File: src/rtl/axi_lite_pkg.sv
// +------------------------------------------------------------------------+
// | axi_lite_pkg: AXI4-Lite response codes, master FSM states and a         |
// | DATA_WIDTH legality helper shared by the AXI4-Lite master.              |
// | Revision: 1.0                                                           |
// +------------------------------------------------------------------------+
`default_nettype none

package axi_lite_pkg;

  localparam logic [1:0] RESP_OKAY   = 2'b00;
  localparam logic [1:0] RESP_EXOKAY = 2'b01;
  localparam logic [1:0] RESP_SLVERR = 2'b10;
  localparam logic [1:0] RESP_DECERR = 2'b11;

  typedef enum logic [2:0] {
    ST_IDLE    = 3'd0,
    ST_WR_REQ  = 3'd1,
    ST_WR_RESP = 3'd2,
    ST_RD_REQ  = 3'd3,
    ST_RD_RESP = 3'd4,
    ST_RSP     = 3'd5
  } mst_state_e;

  // AXI4-Lite only permits 32- or 64-bit data buses.
  function automatic bit data_width_ok(input int unsigned width);
    return (width == 32) || (width == 64);
  endfunction

endpackage : axi_lite_pkg

`default_nettype wire

File: src/rtl/axi4_lite_master_if.sv
// +------------------------------------------------------------------------+
// | axi4_lite_master_if: AXI4-Lite bus bundle with master/slave modports.  |
// | Revision: 1.0                                                           |
// +------------------------------------------------------------------------+
`default_nettype none

interface axi4_lite_master_if #(
  parameter int unsigned ADDR_WIDTH = 32,
  parameter int unsigned DATA_WIDTH = 32
);

  localparam int unsigned STRB_WIDTH = DATA_WIDTH / 8;

  logic [ADDR_WIDTH-1:0] axi_awaddr;
  logic                  axi_awvalid;
  logic                  axi_awready;
  logic [2:0]            axi_awprot;

  logic [DATA_WIDTH-1:0] axi_wdata;
  logic [STRB_WIDTH-1:0] axi_wstrb;
  logic                  axi_wvalid;
  logic                  axi_wready;

  logic [1:0]            axi_bresp;
  logic                  axi_bvalid;
  logic                  axi_bready;

  logic [ADDR_WIDTH-1:0] axi_araddr;
  logic                  axi_arvalid;
  logic                  axi_arready;
  logic [2:0]            axi_arprot;

  logic [DATA_WIDTH-1:0] axi_rdata;
  logic [1:0]            axi_rresp;
  logic                  axi_rvalid;
  logic                  axi_rready;

  modport master (
    output axi_awaddr, axi_awvalid, axi_awprot,
    input  axi_awready,
    output axi_wdata, axi_wstrb, axi_wvalid,
    input  axi_wready,
    input  axi_bresp, axi_bvalid,
    output axi_bready,
    output axi_araddr, axi_arvalid, axi_arprot,
    input  axi_arready,
    input  axi_rdata, axi_rresp, axi_rvalid,
    output axi_rready
  );

  modport slave (
    input  axi_awaddr, axi_awvalid, axi_awprot,
    output axi_awready,
    input  axi_wdata, axi_wstrb, axi_wvalid,
    output axi_wready,
    output axi_bresp, axi_bvalid,
    input  axi_bready,
    input  axi_araddr, axi_arvalid, axi_arprot,
    output axi_arready,
    output axi_rdata, axi_rresp, axi_rvalid,
    input  axi_rready
  );

endinterface : axi4_lite_master_if

`default_nettype wire

File: src/rtl/axi4_lite_master.sv
// +------------------------------------------------------------------------+
// | axi4_lite_master: turns a valid/ready command stream into single       |
// | AXI4-Lite read/write transactions with a registered response + latency.|
// | Revision: 1.0                                                           |
// +------------------------------------------------------------------------+
`default_nettype none

module axi4_lite_master
  import axi_lite_pkg::*;
#(
  parameter int unsigned ADDR_WIDTH = 32,
  parameter int unsigned DATA_WIDTH = 32,
  parameter logic [2:0]  PROT       = 3'b000,
  parameter int unsigned LAT_WIDTH  = 16
) (
  input  logic                    aclk,
  input  logic                    aresetn,

  input  logic                    cmd_valid,
  output logic                    cmd_ready,
  input  logic                    cmd_write,
  input  logic [ADDR_WIDTH-1:0]   cmd_addr,
  input  logic [DATA_WIDTH-1:0]   cmd_wdata,
  input  logic [DATA_WIDTH/8-1:0] cmd_wstrb,

  output logic                    rsp_valid,
  input  logic                    rsp_ready,
  output logic                    rsp_write,
  output logic [DATA_WIDTH-1:0]   rsp_rdata,
  output logic [1:0]              rsp_resp,
  output logic [LAT_WIDTH-1:0]    rsp_latency,

  axi4_lite_master_if.master      axi
);

  localparam int unsigned STRB_WIDTH = DATA_WIDTH / 8;

  if (!data_width_ok(DATA_WIDTH)) begin : g_bad_data_width
    $error("axi4_lite_master: DATA_WIDTH must be 32 or 64");
  end

  mst_state_e             state_q;
  logic [ADDR_WIDTH-1:0]  addr_q;
  logic [DATA_WIDTH-1:0]  wdata_q;
  logic [STRB_WIDTH-1:0]  wstrb_q;
  logic                   awvalid_q;
  logic                   wvalid_q;
  logic                   bready_q;
  logic                   arvalid_q;
  logic                   rready_q;
  logic                   rsp_valid_q;
  logic                   rsp_write_q;
  logic [DATA_WIDTH-1:0]  rsp_rdata_q;
  logic [1:0]             rsp_resp_q;
  logic [LAT_WIDTH-1:0]   rsp_lat_q;
  logic [LAT_WIDTH-1:0]   lat_q;

  logic [LAT_WIDTH-1:0]   lat_d;
  logic                   aw_done_d;
  logic                   w_done_d;

  // Saturating increment: the frozen value includes the handshake cycle itself.
  assign lat_d     = (&lat_q) ? lat_q : lat_q + {{(LAT_WIDTH-1){1'b0}}, 1'b1};
  assign aw_done_d = !awvalid_q || axi.axi_awready;
  assign w_done_d  = !wvalid_q  || axi.axi_wready;

  always_ff @(posedge aclk or negedge aresetn) begin
    if (!aresetn) begin
      state_q     <= ST_IDLE;
      addr_q      <= '0;
      wdata_q     <= '0;
      wstrb_q     <= '0;
      awvalid_q   <= 1'b0;
      wvalid_q    <= 1'b0;
      bready_q    <= 1'b0;
      arvalid_q   <= 1'b0;
      rready_q    <= 1'b0;
      rsp_valid_q <= 1'b0;
      rsp_write_q <= 1'b0;
      rsp_rdata_q <= '0;
      rsp_resp_q  <= RESP_OKAY;
      rsp_lat_q   <= '0;
      lat_q       <= '0;
    end else begin
      case (state_q)
        ST_IDLE: begin
          if (cmd_valid) begin
            addr_q <= cmd_addr;
            lat_q  <= '0;
            if (cmd_write) begin
              wdata_q   <= cmd_wdata;
              wstrb_q   <= cmd_wstrb;
              awvalid_q <= 1'b1;
              wvalid_q  <= 1'b1;
              state_q   <= ST_WR_REQ;
            end else begin
              arvalid_q <= 1'b1;
              state_q   <= ST_RD_REQ;
            end
          end
        end

        // AW and W retire independently; move on once both have handshaken.
        ST_WR_REQ: begin
          lat_q <= lat_d;
          if (awvalid_q && axi.axi_awready) awvalid_q <= 1'b0;
          if (wvalid_q && axi.axi_wready)   wvalid_q  <= 1'b0;
          if (aw_done_d && w_done_d) begin
            bready_q <= 1'b1;
            state_q  <= ST_WR_RESP;
          end
        end

        ST_WR_RESP: begin
          lat_q <= lat_d;
          if (axi.axi_bvalid) begin
            bready_q    <= 1'b0;
            rsp_valid_q <= 1'b1;
            rsp_write_q <= 1'b1;
            rsp_rdata_q <= '0;
            rsp_resp_q  <= axi.axi_bresp;
            rsp_lat_q   <= lat_d;
            state_q     <= ST_RSP;
          end
        end

        ST_RD_REQ: begin
          lat_q <= lat_d;
          if (axi.axi_arready) begin
            arvalid_q <= 1'b0;
            rready_q  <= 1'b1;
            state_q   <= ST_RD_RESP;
          end
        end

        ST_RD_RESP: begin
          lat_q <= lat_d;
          if (axi.axi_rvalid) begin
            rready_q    <= 1'b0;
            rsp_valid_q <= 1'b1;
            rsp_write_q <= 1'b0;
            rsp_rdata_q <= axi.axi_rdata;
            rsp_resp_q  <= axi.axi_rresp;
            rsp_lat_q   <= lat_d;
            state_q     <= ST_RSP;
          end
        end

        ST_RSP: begin
          if (rsp_ready) begin
            rsp_valid_q <= 1'b0;
            state_q     <= ST_IDLE;
          end
        end

        default: state_q <= ST_IDLE;
      endcase
    end
  end

  assign cmd_ready       = (state_q == ST_IDLE);

  assign rsp_valid       = rsp_valid_q;
  assign rsp_write       = rsp_write_q;
  assign rsp_rdata       = rsp_rdata_q;
  assign rsp_resp        = rsp_resp_q;
  assign rsp_latency     = rsp_lat_q;

  assign axi.axi_awaddr  = addr_q;
  assign axi.axi_awvalid = awvalid_q;
  assign axi.axi_awprot  = PROT;
  assign axi.axi_wdata   = wdata_q;
  assign axi.axi_wstrb   = wstrb_q;
  assign axi.axi_wvalid  = wvalid_q;
  assign axi.axi_bready  = bready_q;
  assign axi.axi_araddr  = addr_q;
  assign axi.axi_arvalid = arvalid_q;
  assign axi.axi_arprot  = PROT;
  assign axi.axi_rready  = rready_q;

endmodule : axi4_lite_master

`default_nettype wire

File: src/flat_wrapper.sv
// flat-port wrapper written by rule: the top's interface ports become plain ports
module axi4_lite_master_flat import axi_lite_pkg::*;
#(
  parameter int unsigned ADDR_WIDTH = 32,
  parameter int unsigned DATA_WIDTH = 32,
  parameter logic [2:0]  PROT       = 3'b000,
  parameter int unsigned LAT_WIDTH  = 16
)
  (aclk, aresetn, cmd_valid, cmd_ready, cmd_write, cmd_addr, cmd_wdata, cmd_wstrb, rsp_valid, rsp_ready, rsp_write, rsp_rdata, rsp_resp, rsp_latency, axi_axi_awaddr, axi_axi_awvalid, axi_axi_awprot, axi_axi_awready, axi_axi_wdata, axi_axi_wstrb, axi_axi_wvalid, axi_axi_wready, axi_axi_bresp, axi_axi_bvalid, axi_axi_bready, axi_axi_araddr, axi_axi_arvalid, axi_axi_arprot, axi_axi_arready, axi_axi_rdata, axi_axi_rresp, axi_axi_rvalid, axi_axi_rready);
  axi4_lite_master_if #(.ADDR_WIDTH(ADDR_WIDTH), .DATA_WIDTH(DATA_WIDTH)) axi_i ();
  input  logic aclk;
  input  logic aresetn;
  input  logic cmd_valid;
  output logic cmd_ready;
  input  logic cmd_write;
  input  logic [ADDR_WIDTH-1:0] cmd_addr;
  input  logic [DATA_WIDTH-1:0] cmd_wdata;
  input  logic [DATA_WIDTH/8-1:0] cmd_wstrb;
  output logic rsp_valid;
  input  logic rsp_ready;
  output logic rsp_write;
  output logic [DATA_WIDTH-1:0] rsp_rdata;
  output logic [1:0] rsp_resp;
  output logic [LAT_WIDTH-1:0] rsp_latency;
  output wire logic [$bits(axi_i.axi_awaddr)-1:0] axi_axi_awaddr;
  output wire logic [$bits(axi_i.axi_awvalid)-1:0] axi_axi_awvalid;
  output wire logic [$bits(axi_i.axi_awprot)-1:0] axi_axi_awprot;
  input wire logic [$bits(axi_i.axi_awready)-1:0] axi_axi_awready;
  output wire logic [$bits(axi_i.axi_wdata)-1:0] axi_axi_wdata;
  output wire logic [$bits(axi_i.axi_wstrb)-1:0] axi_axi_wstrb;
  output wire logic [$bits(axi_i.axi_wvalid)-1:0] axi_axi_wvalid;
  input wire logic [$bits(axi_i.axi_wready)-1:0] axi_axi_wready;
  input wire logic [$bits(axi_i.axi_bresp)-1:0] axi_axi_bresp;
  input wire logic [$bits(axi_i.axi_bvalid)-1:0] axi_axi_bvalid;
  output wire logic [$bits(axi_i.axi_bready)-1:0] axi_axi_bready;
  output wire logic [$bits(axi_i.axi_araddr)-1:0] axi_axi_araddr;
  output wire logic [$bits(axi_i.axi_arvalid)-1:0] axi_axi_arvalid;
  output wire logic [$bits(axi_i.axi_arprot)-1:0] axi_axi_arprot;
  input wire logic [$bits(axi_i.axi_arready)-1:0] axi_axi_arready;
  input wire logic [$bits(axi_i.axi_rdata)-1:0] axi_axi_rdata;
  input wire logic [$bits(axi_i.axi_rresp)-1:0] axi_axi_rresp;
  input wire logic [$bits(axi_i.axi_rvalid)-1:0] axi_axi_rvalid;
  output wire logic [$bits(axi_i.axi_rready)-1:0] axi_axi_rready;
  assign axi_axi_awaddr = axi_i.axi_awaddr;
  assign axi_axi_awvalid = axi_i.axi_awvalid;
  assign axi_axi_awprot = axi_i.axi_awprot;
  assign axi_i.axi_awready = axi_axi_awready;
  assign axi_axi_wdata = axi_i.axi_wdata;
  assign axi_axi_wstrb = axi_i.axi_wstrb;
  assign axi_axi_wvalid = axi_i.axi_wvalid;
  assign axi_i.axi_wready = axi_axi_wready;
  assign axi_i.axi_bresp = axi_axi_bresp;
  assign axi_i.axi_bvalid = axi_axi_bvalid;
  assign axi_axi_bready = axi_i.axi_bready;
  assign axi_axi_araddr = axi_i.axi_araddr;
  assign axi_axi_arvalid = axi_i.axi_arvalid;
  assign axi_axi_arprot = axi_i.axi_arprot;
  assign axi_i.axi_arready = axi_axi_arready;
  assign axi_i.axi_rdata = axi_axi_rdata;
  assign axi_i.axi_rresp = axi_axi_rresp;
  assign axi_i.axi_rvalid = axi_axi_rvalid;
  assign axi_axi_rready = axi_i.axi_rready;
  axi4_lite_master #(.ADDR_WIDTH(ADDR_WIDTH), .DATA_WIDTH(DATA_WIDTH), .PROT(PROT), .LAT_WIDTH(LAT_WIDTH)) u_core (.aclk(aclk), .aresetn(aresetn), .cmd_valid(cmd_valid), .cmd_ready(cmd_ready), .cmd_write(cmd_write), .cmd_addr(cmd_addr), .cmd_wdata(cmd_wdata), .cmd_wstrb(cmd_wstrb), .rsp_valid(rsp_valid), .rsp_ready(rsp_ready), .rsp_write(rsp_write), .rsp_rdata(rsp_rdata), .rsp_resp(rsp_resp), .rsp_latency(rsp_latency), .axi(axi_i));
endmodule
File: config.mk
export PLATFORM = sky130hd
export DESIGN_NAME = axi4_lite_master_flat
export DESIGN_NICKNAME = d
export VERILOG_FILES = /design/src/rtl/axi_lite_pkg.sv /design/src/rtl/axi4_lite_master_if.sv /design/src/rtl/axi4_lite_master.sv /design/src/flat_wrapper.sv
export SDC_FILE = /design/constraint.sdc
export NUM_CORES = 1
export LEC_CHECK = 0
export BUFFER_PORTS_ARGS = -buffer_cell sky130_fd_sc_hd__buf_2
export CORE_ASPECT_RATIO = 0.9
export CORE_UTILIZATION = 34
export CTS_CLUSTER_DIAMETER = 60
export DETAILED_ROUTE_END_ITERATION = 8
export MAX_ROUTING_LAYER = met4
export PLACE_DENSITY = 0.67
export SLEW_MARGIN = 20
export SYNTH_ARGS = -nofsm -noshare
export SYNTH_HDL_FRONTEND = slang
export SYNTH_SLANG_ARGS = --single-unit
File: constraint.sdc
create_clock -name aclk -period 2.2 [get_ports aclk]
set_input_delay 0.11 -clock aclk [delete_from_list [all_inputs] [get_ports aclk]]
set_output_delay 0.11 -clock aclk [all_outputs]
set_load 0.02 [all_outputs]
---- Yosys cells after proc, flatten, opt, wreduce, memory -nomap -nowiden ----
Cells that the tools add are included.
operators by class
  reduce and logical (&&, ||, !) cells .... 28
  equality and inequality tests ........... 15
  mux-type cells .......................... 41
  $add $sub $neg .......................... 1
operators with widths
  cell                     count
  $mux W16                 4
  $mux W32                 2
  $pmux W16 S2             2
  $pmux W32 S2             1
  $mux W3                  6
  $pmux W3 S6              1
  $add A16 B1 Y16 const B  1
  $reduce_and A16 Y1       1
  $reduce_and A4 Y1        4
  $mux W1                  14
  $ne A2 B2 Y1 const B     6
  $pmux W1 S2              6
  $reduce_and A3 Y1        4
  $reduce_bool A2 Y1       6
  $ne A2 B1 Y1 const B     4
  $eq A3 B2 Y1 const B     2
  $eq A3 B3 Y1 const B     2
  $mux W2                  3
  $reduce_and A6 Y1        1
  $pmux W2 S2              1
  $reduce_and A2 Y1        2
  $reduce_or A4 Y1         1
  $eq A3 B1 Y1 const B     1
  $logic_and A1 B1 Y1      3
  other kinds (5)          7
word-level totals
  output and inout port bits .............. 164
  flip-flop bits (word level) ............. 144

---- Longest topological paths before layout ----
Gate-level depths: netlist of run 1.
  word-level depth ........................ 5
  depth in mapped cells ................... 7

---- Worst setup path before layout of run 1 ----
Ideal clock, no wire load.
  path type ............................... flip-flop to flip-flop
  start ................................... register u_core.state_q[1]
  end ..................................... register u_core.wdata_q[10], in the netlist u_core.axi.axi_wdata[10]
  library setup time ...................... 0.128 ns
  slack ................................... 0.301 ns
  stages on the path, launching flop included .. 6
  buffers on the path ..................... 1
  arrival ................................. 1.771 ns
  cells stage by stage .................... dfrtp_1 nor3_2 and2_1 nand2_2 buf_2 mux2_1
between the ends
  word-level cells in the longest chain between the ends .. 2
ends and longest elaborated chain
  what                         RTL line                source
  start: declaration           axi4_lite_master.sv:42  mst_state_e state_q;
  start signal: assignment     axi4_lite_master.sv:69  state_q <= ST_IDLE;
  start signal: assignment     axi4_lite_master.sv:95  state_q <= ST_WR_REQ;
  start signal: assignment     axi4_lite_master.sv:98  state_q <= ST_RD_REQ;
  $logic_not A3 Y1             n/a
  named net cmd_ready          flat_wrapper.sv:14      output logic cmd_ready;
  $reduce_and A3 Y1 (no line)  n/a
  end signal: assignment       axi4_lite_master.sv:91  wdata_q <= cmd_wdata;
  end: declaration             axi4_lite_master.sv:44  logic [DATA_WIDTH-1:0] wdata_q;
The timed path passes the listed nets, and every way through them passes these cells.
A chain may end at the register's enable or synchronous reset.

---- Final worst setup path of run 1 ----
  start ................................... register u_core.lat_q[1]
  end ..................................... register u_core.lat_q[14]
between the ends
  word-level cells in the longest chain between the ends .. 3
  elaborated cells between the ends (all ways) .. 4
  those cells by class .................... add/sub: 1; mux: 2; reduce/logical: 1
ends and longest elaborated chain
  what                                                   RTL line                 source
  start: declaration                                     axi4_lite_master.sv:56   logic [LAT_WIDTH-1:0] lat_q;
  start signal: assignment                               axi4_lite_master.sv:105  lat_q <= lat_d;
  start signal: assignment                               axi4_lite_master.sv:115  lat_q <= lat_d;
  start signal: assignment                               axi4_lite_master.sv:128  lat_q <= lat_d;
  $add A16 B1 Y16 or $reduce_and A16 Y1 (tied branches)  axi4_lite_master.sv:63   assign lat_d = (&lat_q) ? lat_q : lat_q + {{(LAT_WIDTH-1){1'b0}}, 1'b1};
  $mux W16 *                                             axi4_lite_master.sv:63
  $pmux W16 S2 *                                         axi4_lite_master.sv:85   case (state_q)
Every way passes the cells marked *; elsewhere a longest branch is shown, timed or not.

==> results of run 1 <==
==> repair_timing <==
item	CTS	global route
setup buffers	0	1
setup endpoints to repair	0	4
hold endpoints to repair	161	0
hold buffers	107	0
==> cells by family after synthesis <==
| logic type | synth area share |
|---|---|
| buffers and inverters | 0.0739 |
| other | 0.000586 |
| XOR/XNOR | 0.00685 |
| multiplexers | 0.0749 |
| adder cells (fa/ha/maj) | 0.00196 |
| AND/OR/NAND/NOR | 0.150 |
| AO/OA/AOI/OAI | 0.129 |
| flip-flops | 0.563 |
==> registers in the layout (all words and copies together), names as in the netlist <==
name                    count
u_core.state_q              3
u_core.axi.axi_wvalid       1
u_core.axi.axi_wstrb        4
u_core.rsp_latency         16
u_core.rsp_valid            1
u_core.lat_q               16
u_core.rsp_write            1
u_core.axi.axi_araddr      32
u_core.axi.axi_rready       1
u_core.axi.axi_wdata       32
u_core.axi.axi_awvalid      1
u_core.rsp_resp             2
u_core.axi.axi_bready       1
u_core.rsp_rdata           32
u_core.axi.axi_arvalid      1
==> critical path, delay by kind of cell, from the launching register on <==
kind	cells	cell delay, ns
AND/OR/NAND/NOR	3	0.98
flip-flops	1	0.45
adder cells (fa/ha/maj)	1	0.27
AO/OA/AOI/OAI	1	0.18
==> per-layer routing <==
metal,vias up,wire (um),track usage
met5,-,0,-
met4,0,319,0.0683
met3,26,1120,0.0429
met2,230,8850,0.309
met1,2742,7830,0.248
li1,2734,-,-
==> cell usage after synthesis, types with 5 or more instances <==
cell,n,area share
buf_4,39,0.046
nor3_1,10,0.0078
inv_1,8,0.0047
o21ai_1,5,0.0039
nor2_1,19,0.011
nand3_1,11,0.0086
mux2_1,30,0.053
mux2_2,9,0.016
o21ai_0,19,0.015
dfrtp_1,144,0.56
a31oi_1,20,0.020
a22o_1,34,0.047
buf_2,15,0.012
nand2b_1,5,0.0049
clkbuf_1,20,0.012
nand2_1,121,0.071
a21oi_1,10,0.0078
or3_1,6,0.0059
==> layout make-up <==
cell class / instances / area share
tap: 245 / 0.0322
multi-input combinational: 372 / 0.246
timing repair buffer: 397 / 0.276
clock inverter: 14 / 0.0188
clock buffer: 18 / 0.0451
sequential: 144 / 0.379
inverter: 8 / 0.00316
==> power groups by stage <==
| stage | Sequential (uW) | Combinational (uW) | Clock, uW |
|---|---|---|---|
| after detailed placement | 4580 | 5790 | 0 |
| after CTS | 4550 | 5940 | 3070 |
| after global routing | 4720 | 6390 | 3180 |
| after floorplan | 5780 | 2750 | 0 |
| final | 4570 | 5920 | 2990 |
| after global placement | 4560 | 5690 | 0 |
==> layout by cell type (no fill, tap or decap), drive strengths merged, types with 5 or more instances in the layout <==
master       Yosys  routed
inv              8      12
clkinv           0       7
nand4            7       7
or3              6       6
o21ai           24      24
dlygate4sd3      0     107
buf             54     290
dfrtp          144     144
nand3           11      11
a21oi           11      11
nand2          122     122
mux2            39      39
a31oi           20      20
a22o            34      34
nor3            12      12
nor2            19      19
conb             1       6
nand2b           5       5
clkbuf          20      18
==> through the flow <==
stage          setup slack, ns  utilization
2_1_floorplan            0.301            -
4_1_cts                  0.146        0.517
3_3_place_gp             0.265        0.425
6_report                 0.243        0.517
3_5_place_dp             0.155        0.425
5_1_grt                 0.0272        0.517
==> final timing paths <==
check / from / to / slack (ns) / cells past startpoint
worst max-delay path: u_core.lat_q[1] / u_core.lat_q[14] / 0.24 / 5
worst min-delay path: axi_axi_arready / u_core.axi.axi_rready / 0.02 / 3
worst max register to register: u_core.lat_q[1] / u_core.lat_q[14] / 0.24 / 5
worst min register to register: u_core.rsp_latency[4] / u_core.rsp_latency[4] / 0.48 / 1
max in group asynchronous: aresetn / u_core.rsp_valid / 1.30 / 3
min in group asynchronous: aresetn / u_core.axi.axi_wdata[6] / 0.23 / 2
==> run_results.csv, run 1 <==
group,metric,value,unit
power,p_switching,5650,uW
clock_tree,root_buffer,"clkbuf_16",
power,power_frac_comb,0.439,
synthesis,synthesis.area,6400,sq um
placement,hpwl,11600,um
drt,routed_wl,18100,um
drt,drc,0,
synthesis,synth_flop_cell,"dfrtp_1",
global_route,grt_remaining_overflow,0,
global_route,grtUsageTotal,0.196,
drt,ant_nets,0,
clock_tree,cts_max_path_buffers,2,
final_layout,syn2layout_area_growth,48.7,%
power,finalPower,13500,uW
timing,post-route-period-util,0.889,
worst_setup_path,slowest_stage,"nor3_1",
final_layout,seq_area,3600,sq um
power,p_int,7830,uW
timing,hold_viol_final,0,
floorplan,core,18400,sq um
power,swShare,0.419,
floorplan,fp.dieW,147,um
floorplan,die-area,19400,sq um
clock_tree,htree_levels,4,
final_layout,layout.cells.non_filler,1198,
worst_setup_path,crit_required,2.54,ns
drt,first_pass_iters,5,
clock_tree,tritoncts,"built",
power,p_seq_frac,0.339,
timing,drv_slew,0,
global_route,grt_pass1_vias,5498,
synthesis,synth_seq_cells,144,
synthesis,syn_inst,593,
drt,vias_per_cell,4.78,
worst_setup_path,worst_path_largest_cell_delay,0.48,ns
worst_setup_path,path_max_fanout,8,
worst_setup_path,path_cells,"ha_1 > nand3_1 > nor3_1 > a41oi_1 > nor3_1",
global_route,antenna_found_initial,0,
synthesis,synth_edf_count,0,
floorplan,num_rows,47,
drt,dr.first_iter.drc_count,314,
worst_setup_path,cpMostUsedCell,"nor3_1",
global_route,grt_max_degree,60,
clock_tree,cts_buffers,17,
synthesis,synthArstFlopShare,1.00,
clock_tree,cts-resized-gates,0,
drt,via_count,5732,
job,maxCapViolCount,0,
power,vdd_drop_max,0.703,mV
timing,tightest_slew,0.564,ns
final_layout,fin_area,9520,sq um
placement,place_congestion,0.876,
synthesis,synth_seq_area_share,0.563,
floorplan,die_y,132,um
timing,fin_crit,1.96,ns
worst_setup_path,cp-start-kind,"flip-flop",
timing,max_slew_margin,0.624,
synthesis,ys_types,52,
timing,fmax,511,MHz
run_status,outcome,"completed",
worst_setup_path,worst-setup-path-type,"flip-flop to flip-flop",
clock_tree,clk_latency,0.42,ns
timing,setup_violations,0,
worst_setup_path,cp.arrival,2.29,ns
timing,rsz0062_at_grt,"no",
clock_tree,clkSlewWorstSetupHoldPaths,0.06,ns
synthesis,ys_warn_count,0,
floorplan,start_util,0.348,
final_layout,num_antenna_cells,0,
final_layout,multi_input_area,2340,sq um
worst_setup_path,end_kind,"flip-flop",
final_layout,num-fill-cells,1553,
hold_path,worst_hold_path_type,"input port to flip-flop",
power,p_per_area,1420,nW/um^2
placement,place_inst,1058,
timing,whs,0.0161,ns
final_layout,nets,1055,
power,clockPowerShare,0.222,
drt,wl_per_cell,15.1,um
synthesis,syn_avg_cell_area,10.8,sq um
placement,placed_area,7830,sq um
final_layout,layout-drive-gt1-share,0.357,
timing,fin_skew,0.00574,ns
power,leakage,0.00485,uW
timing,setup-tns-final,0,ns
clock_tree,cts_sinks,144,
placement,port_buffers,271,
global_route,grt_pass1_wl,28900,um
floorplan,io_pins,278,
(Power assumes the default switching activity.)
==> run 2, diff against run 1 <==
- ABC_AREA: not set -> 1
- PLACE_DENSITY: 0.67 -> 0.66
==> run 2 against run 1 <==
Net effect:
- cell count is 17% higher
- routed wire length is 3.6% higher
- sequential share of layout area is 0.18 points higher
- clock power is 1% higher
- via count is 7.6% higher
- worst hold slack better by 0.021 ns
- fmax is 8.0% higher
- setup slack better by 0.15 ns
- power is 0.48% higher
==> run_results.csv, run 2 <==
group,metric,value,unit
run_status,outcome,"completed",
synthesis,ys_types,27,
timing,fin_skew,0.0110,ns
power,finalPower,13500,uW
clock_tree,htree_levels,4,
global_route,antenna_found_initial,0,
placement,pre_cts_slack,0.401,ns
global_route,grt_remaining_overflow,0,
hold_path,worst_hold_path_type,"input port to flip-flop",
timing,max_slew_margin,0.630,
final_layout,num_antenna_cells,0,
worst_setup_path,worst_path_largest_cell_delay,0.45,ns
global_route,grt_pass1_vias,6206,
synthesis,synth_seq_cells,144,
placement,hpwl,12500,um
timing,setup-tns-final,0,ns
timing,setup_slack,0.389,ns
clock_tree,cts_max_path_buffers,2,
synthesis,synth_flop_cell,"dfrtp_1",
placement,place_congestion,0.867,
final_layout,layout_commonest_cell,"nand2_1",
job,maxCapViolCount,0,
synthesis,synth_area_leaders,"dfrtp_1 (56%), nand2_1 (26%), buf_4 (4.9%)",
power,leakage,0.00545,uW
synthesis,ys_warn_count,0,
synthesis,synth.top_cells.by_count,"nand2_1 (447), dfrtp_1 (144), buf_4 (42), inv_1 (37), nand3_1 (30)",
worst_setup_path,slowest_stage,"dfrtp_1",
floorplan,start_util,0.349,
final_layout,syn2layout_area_growth,47.1,%
drt,via_count,6170,
timing,tightest_slew,0.555,ns
timing,fin_crit,1.81,ns
worst_setup_path,crit_buf_inv,4,
worst_setup_path,crit_required,2.51,ns
floorplan,fp.dieW,147,um
clock_tree,cts_buffers,17,
placement,port_buffers,271,
floorplan,num_rows,47,
floorplan,core,18500,sq um
synthesis,synthDominantCellAreaShare,0.560,
worst_setup_path,cp-start-kind,"flip-flop",
clock_tree,cts-resized-gates,0,
synthesis,synth_edf_count,0,
synthesis,syn_inst,794,
worst_setup_path,end_kind,"flip-flop",
synthesis,yosys.cell_count.top_type,"nand2_1",
clock_tree,tritoncts,"built",
timing,rsz0062_at_grt,"no",
power,vdd_drop_max,0.806,mV
timing,hold_viol_final,0,
clock_tree,cts_sinks,144,
clock_tree,clkSlewWorstSetupHoldPaths,0.06,ns
floorplan,io_pins,278,
synthesis,synth_seq_area_share,0.560,
final_layout,layout-drive-gt1-share,0.284,
drt,vias_per_cell,4.41,
global_route,grtUsageTotal,0.204,
drt,dr.first_iter.drc_count,293,
timing,drv_slew,0,
drt,drc,0,
floorplan,die_y,133,um
clock_tree,root_buffer,"clkbuf_16",
drt,first_pass_iters,4,
global_route,grt_max_degree,57,
worst_setup_path,path_cells,"nor2_2 > nand2_2 > inv_2 > nand2_2 > nand2_2 > inv_1 > nand2_1 > inv_1 > buf_12 > nand2_1 > nand2_1",
power,p_per_area,1430,nW/um^2
global_route,grt_pass1_wl,30400,um
timing,setup_violations,0,
timing,post-route-period-util,0.823,
clock_tree,clk_latency,0.42,ns
timing,fmax,552,MHz
worst_setup_path,path_max_fanout,21,
final_layout,mostFrequentLayoutCells,"nand2_1 (447), buf_2 (270), dfrtp_1 (144)",
drt,wl_per_cell,13.4,um
worst_setup_path,worst-setup-path-type,"flip-flop to flip-flop",
synthesis,syn_avg_cell_area,8.11,sq um
drt,ant_nets,0,
worst_setup_path,cp.arrival,2.12,ns
final_layout,nets,1257,
drt,routed_wl,18800,um
synthesis,yosysTopAreaCell,"dfrtp_1",
worst_setup_path,crit_family,"simple AND/OR/NAND/NOR gates",
floorplan,die-area,19500,sq um
synthesis,synthArstFlopShare,1.00,
synthesis,synthesis.area,6440,sq um
run 2: area by class of cell:
| cell class | instances | area (sq um) |
|---|---|---|
| clock buffer | 17 | 425 |
| inverter | 41 | 154 |
| clock inverter | 15 | 194 |
| sequential | 144 | 3600 |
| fill | 1728 | 8990 |
| timing repair buffer | 386 | 2550 |
| multi-input combinational | 552 | 2240 |
| tap | 245 | 307 |
run 2: worst paths after layout:
kind                                         startpoint                       end  slack, ns  cells after the start
worst min-delay path                    axi_axi_arready     u_core.axi.axi_rready       0.04                      3
worst max-delay path                  u_core.state_q[1]      u_core.rsp_rdata[10]       0.39                     11
max in group asynchronous                       aresetn  u_core.axi.axi_araddr[1]       1.29                      3
worst max register to register        u_core.state_q[1]      u_core.rsp_rdata[10]       0.39                     11
min in group asynchronous                       aresetn    u_core.rsp_latency[10]       0.25                      2
worst min register to register  u_core.axi.axi_wstrb[3]   u_core.axi.axi_wstrb[3]       0.47                      2
run 2: routing by layer:
metal | GRT usage | routed length, um | part of all wire | vias to the layer above
met5 | - | 0 | 0 | -
met4 | 0.0733 | 449 | 0.024 | 0
met3 | 0.0576 | 1240 | 0.066 | 25
met2 | 0.338 | 9170 | 0.49 | 226
met1 | 0.236 | 7900 | 0.42 | 2848
li1 | - | - | - | 3071
run 2: per-stage QoR:
step | area [sq um] | hold slack [ns] | std cells | util
after floorplan | 6450 | -0.186 | 799 | -
after global placement | 7800 | 0.121 | 1263 | 0.422
after detailed placement | 7800 | 0.123 | 1263 | 0.422
after CTS | 9470 | 0.0153 | 1400 | 0.513
after global routing | 9470 | 0.0361 | 1400 | 0.513
final | 9470 | 0.0367 | 1400 | 0.513
run 2: logic make-up after synthesis:
family | synth area share
other cells | 0.000583
buf+inv | 0.0956
compound gates | 0.0179
fa+ha+maj | 0.00194
xor+xnor | 0.00272
flops | 0.560
simple gates | 0.321
run 2: repair_timing:
item,in CTS,in global routing
hold buffers,105,0
setup buffers,0,0
hold endpoints to repair,158,0
run 2: worst register-to-register path: stages (launching register included):
cell and delay, ns:
dfrtp_1 0.45, nor2_2 0.17, nand2_2 0.10, inv_2 0.10
nand2_2 0.06, nand2_2 0.11, inv_1 0.06, nand2_1 0.10
inv_1 0.22, buf_12 0.24, nand2_1 0.07, nand2_1 0.05
run 2: report_power, final:
part	total (uW)	internal [uW]	leakage (uW)	switching, uW
combinational	5980	1940	0.00330	4040
sequential	4530	3770	0.00185	762
clock	3030	1740	0.000299	1290
==> run 3, diff against run 2 <==
- ABC_AREA: 1 -> 0
- PLACE_DENSITY: 0.66 -> 0.69
- clock period: 2.2 -> 1.47 ns (I/O delays scaled with it)
==> run 3 against run 2 <==
Net effect:
- the flow now finishes with violations (negative setup slack)
- power is 72% higher
- via count is 2.5% higher
- global-route usage is 2.7 points higher
- critical endpoint is now u_core.axi.axi_wdata[21]
- highest routed layer unchanged
==> run_results.csv, run 3 (synthesis results as in run 1) <==
group,metric,value,unit
run_status,outcome,"finished, violations left",
run_status,violations,"negative setup slack",
worst_setup_path,worst_path_largest_cell_delay,0.45,ns
timing,fin_crit,1.62,ns
worst_setup_path,path_cells,"nor3_4 > and2_4 > buf_12 > nand2_4 > mux2_4",
power,vdd_drop_max,0.908,mV
timing,fmax,616,MHz
power,swShare,0.412,
floorplan,fp.dieW,147,um
power,p_int,13700,uW
power,power_frac_comb,0.509,
drt,drc,0,
timing,max_slew_margin,0.529,
final_layout,layout-drive-gt1-share,0.502,
placement,port_buffers,271,
timing,rsz0062_at_grt,"yes",
drt,wl_per_cell,17.2,um
final_layout,mostFrequentLayoutCells,"buf_2 (270), dfrtp_1 (136), nand2_1 (111)",
clock_tree,root_buffer,"clkbuf_16",
timing,setup-tns-final,-11.21,ns
floorplan,die_y,132,um
global_route,grt_pass1_wl,33900,um
clock_tree,clkSlewWorstSetupHoldPaths,0.07,ns
drt,routed_wl,22300,um
clock_tree,htree_levels,4,
global_route,grt_max_degree,48,
power,p_switching,9610,uW
drt,dr.first_iter.drc_count,267,
timing,tightest_slew,0.706,ns
global_route,grt_pass1_vias,6441,
drt,via_count,6326,
final_layout,syn2layout_area_growth,74.1,%
clock_tree,cts_sinks,144,
global_route,antenna_found_initial,0,
clock_tree,tritoncts,"built",
worst_setup_path,rrSetupSlack,-0.15,ns
worst_setup_path,cp.arrival,1.92,ns
global_route,grtUsageTotal,0.231,
final_layout,num_antenna_cells,0,
timing,fin_skew,0.0103,ns
worst_setup_path,path_max_fanout,7,
timing,post-route-period-util,1.10,
worst_setup_path,crit_required,1.77,ns
hold_path,worstHoldPathCells,3,
power,p_seq_frac,0.298,
drt,first_pass_iters,4,
power,leakage,0.00571,uW
timing,setup_slack,-0.154,ns
job,maxCapViolCount,0,
placement,placed_area,8340,sq um
final_layout,layout_commonest_cell,"buf_2",
power,clockPowerShare,0.193,
floorplan,die-area,19400,sq um
worst_setup_path,slowest_stage,"dfrtp_2",
hold_path,worst_hold_path_type,"input port to flip-flop",
global_route,grt_remaining_overflow,0,
worst_setup_path,worst-setup-path-type,"flip-flop to flip-flop",
clock_tree,cts_buffers,17,
drt,ant_nets,0,
worst_setup_path,end_kind,"flip-flop",
floorplan,start_util,0.348,
timing,setup_violations,104,
clock_tree,clk_latency,0.42,ns
power,p_per_area,2090,nW/um^2
timing,drv_slew,0,
placement,hpwl,12800,um
drt,vias_per_cell,4.86,
worst_setup_path,cp-start-kind,"flip-flop",
floorplan,io_pins,278,
worst_setup_path,rr_worst_depth,5,
floorplan,num_rows,47,
final_layout,fin_area,11100,sq um
timing,hold_viol_final,0,
placement,place_congestion,0.842,
final_layout,num-fill-cells,1422,
clock_tree,cts_max_path_buffers,2,
floorplan,core,18400,sq um
final_layout,nets,1158,
-- run 3: cell count changes in the layout (fill, tap and decap cells not counted), moves of 9 or more --
cell | before | now
nand2_1 | 447 | 111
buf_4 | 5 | 78
a22o_1 | 0 | 34
mux2_4 | 0 | 33
inv_1 | 37 | 8
nand3_1 | 30 | 9
buf_6 | 1 | 20
a31oi_1 | 0 | 15
nor2_1 | 26 | 16
a21oi_1 | 1 | 10
-- run 3: repair_timing --
action,4_1_cts,5_1_grt
pin swaps,21,21
endpoints found under the hold margin,161,0
endpoints found under the setup margin,123,141
buffers inserted,22,12
cloned,9,5
hold buffers,109,0
resized for setup,82,70
-- run 3: final cells by class --
type | instances | area, sq um | share of cell area
repair buffers | 494 | 3630 | 0.326
multi-input cells | 378 | 2950 | 0.265
well taps | 245 | 307 | 0.0275
clock buffers | 18 | 429 | 0.0385
flip-flops and latches | 144 | 3610 | 0.324
clock inverters | 14 | 179 | 0.0161
inverters | 8 | 30.0 | 0.00270
-- run 3: worst paths after layout --
check | to | startpoint
setup / recovery | u_core.axi.axi_wdata[21] | u_core.state_q[0]
max in group asynchronous | u_core.rsp_rdata[5] | aresetn
min in group asynchronous | u_core.axi.axi_araddr[30] | aresetn
setup reg to reg | u_core.axi.axi_wdata[21] | u_core.state_q[0]
hold / removal | u_core.lat_q[4] | cmd_valid
hold reg to reg | u_core.rsp_latency[4] | u_core.rsp_latency[4]
-- run 3: worst max-delay path, delay by kind of cell (launching register included) --
family / cells / cell delay, ns
AND/OR/NAND/NOR: 3 / 0.53
flip-flops: 1 / 0.45
multiplexers: 1 / 0.34
buffers and inverters: 1 / 0.17
-- run 3: through the flow --
| stage | utilization | total power, uW | hold slack (ns) | setup WS [ns] | cells |
|---|---|---|---|---|---|
| final | 0.605 | 23300 | 0.149 | -0.154 | 1301 |
| after global routing | 0.605 | 24600 | 0.153 | -0.216 | 1301 |
| after CTS | 0.580 | 22400 | 0.122 | -0.116 | 1284 |
| after detailed placement | 0.453 | 16200 | 0.0570 | -0.222 | 1114 |
| after global placement | 0.453 | 16000 | 0.0499 | -0.184 | 1114 |
| after floorplan | - | 13000 | -0.222 | -0.200 | 598 |
-- run 3: layer usage --
layer	vias to the layer above	global-route usage	part of all wire
met4	0	0.0839	0.023
met1	3081	0.266	0.42
li1	2948	-	-
met2	257	0.395	0.51
met5	-	-	0
met3	40	0.0495	0.050
-- run 3: power by group through the flow --
stage | logic (uW) | clock network [uW] | registers (uW)
after floorplan | 4300 | 0 | 8700
after detailed placement | 9380 | 0 | 6850
final | 11900 | 4500 | 6950
after global placement | 9210 | 0 | 6810
after CTS | 10900 | 4610 | 6830
after global routing | 12700 | 4780 | 7150
